`src/rtl/mem_arbiter.sv`:
```
// mem_arbiter: two-port (CPU / DMA) arbiter in front of a single memory with a
// fixed access latency of MEM_LAT cycles. Each transaction runs
// IDLE -> ACCESS (MEM_LAT cycles) -> ACK (one cycle) -> IDLE.
// Optional feature: define MEM_ARB_ROUND_ROBIN_EN to alternate simultaneous
// grants between the ports; otherwise the CPU has fixed priority.
module mem_arbiter #(
  parameter int unsigned AW      = 32,
  parameter int unsigned DW      = 32,
  parameter int unsigned MEM_LAT = 2
) (
  input  logic          clk,
  input  logic          rst,
  input  logic          cpu_req,
  input  logic          cpu_we,
  input  logic [AW-1:0] cpu_addr,
  input  logic [DW-1:0] cpu_wdata,
  output logic [DW-1:0] cpu_rdata,
  output logic          cpu_ack,
  input  logic          dma_req,
  input  logic          dma_we,
  input  logic [AW-1:0] dma_addr,
  input  logic [DW-1:0] dma_wdata,
  output logic [DW-1:0] dma_rdata,
  output logic          dma_ack,
  output logic          mem_read,
  output logic          mem_write,
  output logic [AW-1:0] mem_addr,
  output logic [DW-1:0] mem_wdata,
  input  logic [DW-1:0] mem_rdata
);

  typedef enum logic [1:0] {
    IDLE,
    ACCESS,
    ACK
  } state_t;

  localparam logic [3:0] CNT_LOAD = 4'(MEM_LAT - 1);

  state_t     state;
  state_t     state_nxt;
  logic [3:0] cnt;
  logic       we_r;
  logic       owner_dma;
  logic       any_req;
  logic       win_dma;

  assign any_req = cpu_req | dma_req;

`ifdef MEM_ARB_ROUND_ROBIN_EN
  logic last_dma;

  // On a tie, grant the port that did not win last time.
  assign win_dma = dma_req & (~cpu_req | ~last_dma);

  // Last-grant pointer; reset to DMA so the CPU wins the first tie.
  always_ff @(posedge clk) begin
    if (rst) begin
      last_dma <= 1'b1;
    end else if (state == IDLE && any_req) begin
      last_dma <= win_dma;
    end
  end
`else
  // Fixed priority: the DMA only wins when the CPU is not requesting.
  assign win_dma = dma_req & ~cpu_req;
`endif

  // State register.
  always_ff @(posedge clk) begin
    if (rst) begin
      state <= IDLE;
    end else begin
      state <= state_nxt;
    end
  end

  // Next-state and strobe/ack decode.
  always_comb begin
    state_nxt = state;
    mem_read  = 1'b0;
    mem_write = 1'b0;
    cpu_ack   = 1'b0;
    dma_ack   = 1'b0;
    case (state)
      IDLE: begin
        if (any_req) begin
          state_nxt = ACCESS;
        end
      end
      ACCESS: begin
        mem_read  = ~we_r;
        mem_write = we_r;
        if (cnt == 4'd0) begin
          state_nxt = ACK;
        end
      end
      ACK: begin
        cpu_ack   = ~owner_dma;
        dma_ack   = owner_dma;
        state_nxt = IDLE;
      end
      default: begin
        state_nxt = IDLE;
      end
    endcase
  end

  // Request capture, latency counter and read-data capture.
  always_ff @(posedge clk) begin
    if (rst) begin
      cnt       <= 4'd0;
      we_r      <= 1'b0;
      owner_dma <= 1'b0;
      mem_addr  <= '0;
      mem_wdata <= '0;
      cpu_rdata <= '0;
      dma_rdata <= '0;
    end else begin
      case (state)
        IDLE: begin
          if (any_req) begin
            owner_dma <= win_dma;
            we_r      <= win_dma ? dma_we    : cpu_we;
            mem_addr  <= win_dma ? dma_addr  : cpu_addr;
            mem_wdata <= win_dma ? dma_wdata : cpu_wdata;
            cnt       <= CNT_LOAD;
          end
        end
        ACCESS: begin
          if (cnt == 4'd0) begin
            if (!we_r) begin
              if (owner_dma) begin
                dma_rdata <= mem_rdata;
              end else begin
                cpu_rdata <= mem_rdata;
              end
            end
          end else begin
            cnt <= cnt - 4'd1;
          end
        end
        default: begin
        end
      endcase
    end
  end

endmodule

```
`config.mk`:
```
export PLATFORM = sky130hd
export DESIGN_NAME = mem_arbiter
export DESIGN_NICKNAME = d
export VERILOG_FILES = /design/src/rtl/mem_arbiter.sv
export SDC_FILE = /design/constraint.sdc
export NUM_CORES = 1
export LEC_CHECK = 0
export CAP_MARGIN = 5
export CORE_MARGIN = 1.5
export CORE_UTILIZATION = 36
export CTS_CLUSTER_SIZE = 24
export DETAILED_ROUTE_END_ITERATION = 6
export HOLD_SLACK_MARGIN = 0.02
export PLACE_DENSITY = 0.74
export SETUP_SLACK_MARGIN = 0.4
export SYNTH_ARGS = -nofsm -noshare
export SYNTH_HDL_FRONTEND = slang
export SYNTH_SLANG_ARGS = --single-unit
```
`constraint.sdc`:
```
create_clock -name clk -period 2 [get_ports clk]
set_clock_uncertainty 0.05 [all_clocks]
set_input_delay 0.4 -clock clk [delete_from_list [all_inputs] [get_ports clk]]
set_output_delay 0.4 -clock clk [all_outputs]
set_load 0.05 [all_outputs]
```
## After elaboration in Yosys (flattened, before gate mapping)

Index checks and enable logic that the tools add are counted.

- Register bits: 136
- Input bits: 166
- Output and inout bits: 132
- Logic and storage cells: 40

- Add/sub/neg operators: 1
- Equality and inequality tests: 5
- Multiplexer cells: 13
- Bitwise operators: 5
- Reduce and logical (&&, ||, !) cells: 8

Operator list:

| cell | number |
|---|---|
| two-way mux 32 bit | 2 |
| two-way mux 4 bit | 2 |
| one-hot mux 4 bit (2 select lines) | 1 |
| AND reduction 4 bit | 2 |
| inequality test 2 bit (second input constant) | 3 |
| two-way mux 1 bit | 5 |
| zero test 4 bit | 1 |
| two-way mux 2 bit | 2 |
| one-hot mux 2 bit (2 select lines) | 1 |
| AND reduction 2 bit | 2 |
| subtractor 4 x 1 -> 4 bit (second input constant) | 1 |
| inverter 1 bit | 3 |
| AND reduction 3 bit | 1 |
| equality test 2 x 1 -> 1 bit (second input constant) | 1 |
| equality test 2 bit (second input constant) | 1 |
| zero test 2 bit | 1 |
| nonzero test 2 bit | 1 |
| AND 1 bit | 1 |
| bitwise OR 1 bit | 1 |

## Longest topological paths before layout

- Depth in word-level cells: 3
- Gate-level depth with buffers: 8
- Depth with buffers taken out: 5

## Worst setup path after synthesis

Ideal clock, no wire load.

- Kind: register to output
- Start: reg state[1]
- End: out cpu_ack
- Arrival: 1.567 ns
- Data required time: 1.550 ns
- Setup slack: -0.017 ns
- Stages on the path, launching flop included: 2
- Buffers on the path: 0
- Cells stage by stage: dfxtp_1 nor3b_1

- Longest elaborated chain between the ends: 2

RTL lines:

| item | line | source |
|---|---|---|
| start: declaration | 40 | `state_t state;` |
| start signal: assignment | 74 | `state <= state_nxt;` |
| equality test 2 bit | 85 | `case (state)` |
| two-way mux 1 bit | 85 |  |
| end: declaration | 18 | `output logic cpu_ack,` |

No other way between the ends.

## Worst setup path after layout

- Start: reg cnt[1]
- End: reg cpu_rdata[20]

- Longest elaborated chain between the ends: 2

RTL lines:

| item | line | source |
|---|---|---|
| start: declaration | 42 | `logic [3:0] cnt;` |
| start signal: assignment | 140 | `cnt <= cnt - 4'd1;` |
| zero test 4 bit | 131 | `if (cnt == 4'd0) begin` |
| AND reduction 4 bit (no source line) | - |  |
| end signal: assignment | 136 | `cpu_rdata <= mem_rdata;` |
| end: declaration | 17 | `output logic [DW-1:0] cpu_rdata,` |

No other way between the ends.
A chain may end at the register's enable or synchronous reset.

==> flow_metrics.py <==
metrics = {
    "flow_run": {
        "maxCapViolCount": 0,
    },
    "clock_network": {
        "cts-root-buf": "clkbuf_16",
        "cts_buffer_depth": 2,
        "hold_buffers": 0,
        "clk_latency_ns": 0.41,
        "clk_pin_slew_ns": 0.06,
        "cts_tree": "yes",
        "cts.sinks": 136,
        "cts_made_buffers": 17,
        "h-tree-depth": 4,
    },
    "drt": {
        "drt_iter0_drc": 255,
        "ant_nets": 0,
        "first_pass_iters": 4,
        "drc": 0,
        "finalWirelength_um": 21700,
        "viasPerCell": 5.05,
        "vias": 6043,
        "wl_per_cell_um": 18.1,
    },
    "sta": {
        "slew_viol_final": 0,
        "tightest_slew_ns": 0.368,
        "rsz0062_at_grt": "true",
        "fin_ws_ns": 0.151,
        "fin_crit_ns": 1.85,
        "slew_headroom_pct": 75.5,
        "hold_violations": 0,
        "fmax_mhz": 541,
        "period_share_pct": 92.5,
        "setup_violations": 0,
    },
    "synth": {
        "ys_top_cells_by_count": "136 x dfxtp_1, 131 x nand2_1, 98 x nand2b_1",
        "synth.distinct_cells": 34,
        "synth-seq-cells": 136,
        "avgSynthCellArea_um2": 8.94,
        "yosysTopAreaCellShare_pct": 46.1,
        "yosysMostFrequentCell": "dfxtp_1",
        "synthCells": 661,
        "async_reset_ff_share_pct": 0,
        "synth_edf_count": 0,
        "ys_seq_area_share_pct": 46.1,
        "yosys_warnings": 0,
        "synthTopCellsByArea": "dfxtp_1 46%, mux2i_1 11%, nand2b_1 10%, a311oi_1 9.6%, nand2_1 8.3%",
        "synth_nets": 829,
        "synthFlopType": "dfxtp_1",
        "yosys.area.top_type": "dfxtp_1",
        "synth_area_um2": 5910,
    },
    "placed_design": {
        "hpwlAfterDp_um": 13400,
        "place_worst_setup_slack_ns": -0.0548,
        "placedInstanceArea_um2": 9160,
        "routabilityCongestion": 0.835,
        "portBuffers": 297,
        "place_inst": 1131,
    },
    "finish": {
        "area_delta_synth_final_pct": 69.9,
        "final_util_pct": 63.0,
        "fin_area_um2": 10000,
        "final_nets": 1135,
        "fillerInstances": 1405,
        "stdcell_count": 1197,
        "final_layout_size_suffix_gt1_share_pct": 25.9,
    },
    "global_route": {
        "grt_pass1_wl_um": 31400,
        "grt_max_degree": 69,
        "grt_pass1_vias": 5805,
        "antenna_found_initial": 1,
        "overflow": 0,
        "grtUsageTotal_pct": 23.0,
    },
    "pwr": {
        "p_leak_nw": 4.33,
        "power_density_nw_per_um2": 981,
        "vdd_ir_drop_max_uv": 679,
    },
    "floorplanning": {
        "coreArea_um2": 15900,
        "fp.dieW_um": 131,
        "die_y_um": 131,
        "rows": 46,
        "io_pins": 298,
        "dieArea_um2": 17200,
        "start_util_pct": 37.1,
    },
    "worst_setup_path": {
        "cp_top_family": "simple AND/OR/NAND/NOR gates",
        "path_cells": "inv_2, ha_4, or3b_4, or4_4, mux2i_1",
        "cp_slowest_cell": "or4_4",
        "cp_num_buf_inv": 1,
        "ff2ff_path_depth": 5,
        "critical_path_class": "flop to flop",
        "critical_path_peak_fanout": 11,
        "cpPeakStageDelay_ns": 0.58,
        "cp_data_arrival_time_ns": 2.09,
        "crit_path_end_kind": "flop",
        "start_kind": "flop",
        "worstPathRequired_ns": 2.24,
        "crit_cells": 5,
    },
    "status": {
        "status": "finished, final reports clean",
    },
    "min_path": {
        "hold_depth": 2,
        "hp-class": "primary input to flop",
    },
}
## state kept, by name, indices dropped and copies added (netlist names)
signal,flops
dma_rdata,32
state,2
mem_addr,32
mem_wdata,32
cpu_rdata,32
cnt,4
owner_dma,1
we_r,1
## what timing repair did
action | 4_1_cts | 5_1_grt
setup endpoints to repair | 157 | 148
pin swaps | 7 | 17
setup buffers | 8 | 12
gates resized for setup | 369 | 156
gates cloned | 3 | 10
## layout make-up
type | count | area [µm²] | area share (%)
Antenna cell | 1 | 2.50 | 0.0249
Clock buffer | 21 | 460 | 4.59
Clock inverter | 11 | 194 | 1.93
Inverter | 2 | 7.51 | 0.0748
Multi-Input combinational cell | 463 | 3100 | 30.8
Sequential cell | 136 | 2740 | 27.3
Tap cell | 216 | 270 | 2.69
Timing Repair Buffer | 347 | 3270 | 32.6
## placed cells by master (no fill, tap or decap), drive strengths merged, types with 4 or more instances in the layout
cell           instances
clkbuf                31
dfxtp                136
clkdlybuf4s50        162
bufinv                 5
a311oi                65
mux2i                 64
clkdlybuf4s18          5
or4                    5
nor2                   7
nand2                131
nand2b                98
a21oi                 68
buf                  165
clkinv                 4
## worst paths after layout
check / start / end / slack, ns
worst max-delay path: cnt[1] / cpu_rdata[20] / 0.15
worst min-delay path: cpu_req / owner_dma / 0.34
worst max register to register: cnt[1] / cpu_rdata[20] / 0.15
worst min register to register: cpu_rdata[27] / cpu_rdata[27] / 0.42
## logic make-up (layout without fill, tap and decap cells)
kind of cell	Yosys count	count (layout)	synth area share, %
DFF	136	136	46.1
muxes	64	64	10.8
other	0	1	0
AOI/OAI and AO/OA	139	139	16.2
and+or+nand+nor	256	258	21.6
buffers and inverters	64	381	4.83
adders and majority gates	2	2	0.423
## per-stage QoR
step,TNS (ns),hold slack (ns),total power [mW]
2_1_floorplan,0,0.430,4.95
3_3_place_gp,0,0.408,6.05
3_5_place_dp,-0.425,0.416,6.06
4_1_cts,0,0.338,9.59
5_1_grt,0,0.340,10.2
6_report,0,0.345,9.85
## power by group
group	internal [mW]	switching [mW]	total [mW]
Sequential	2.99	0.173	3.17
Clock	2.28	1.19	3.47
Combinational	1.31	1.90	3.21
## layer usage
metal	part of all wire, %	vias to the layer above	global-route usage (%)
met2	50	249	38.4
met5	0	-	0
li1	-	2938	-
met4	2.7	0	10.2
met1	41	2821	26.9
met3	6.8	35	7.41
## worst reg2reg max path, stage by stage (launching register included)
cell     delay, ns
dfxtp_2       0.32
inv_2         0.07
ha_4          0.12
or3b_4        0.41
or4_4         0.58
mux2i_1       0.17
No activity file was read; power rests on OpenSTA's default activity.
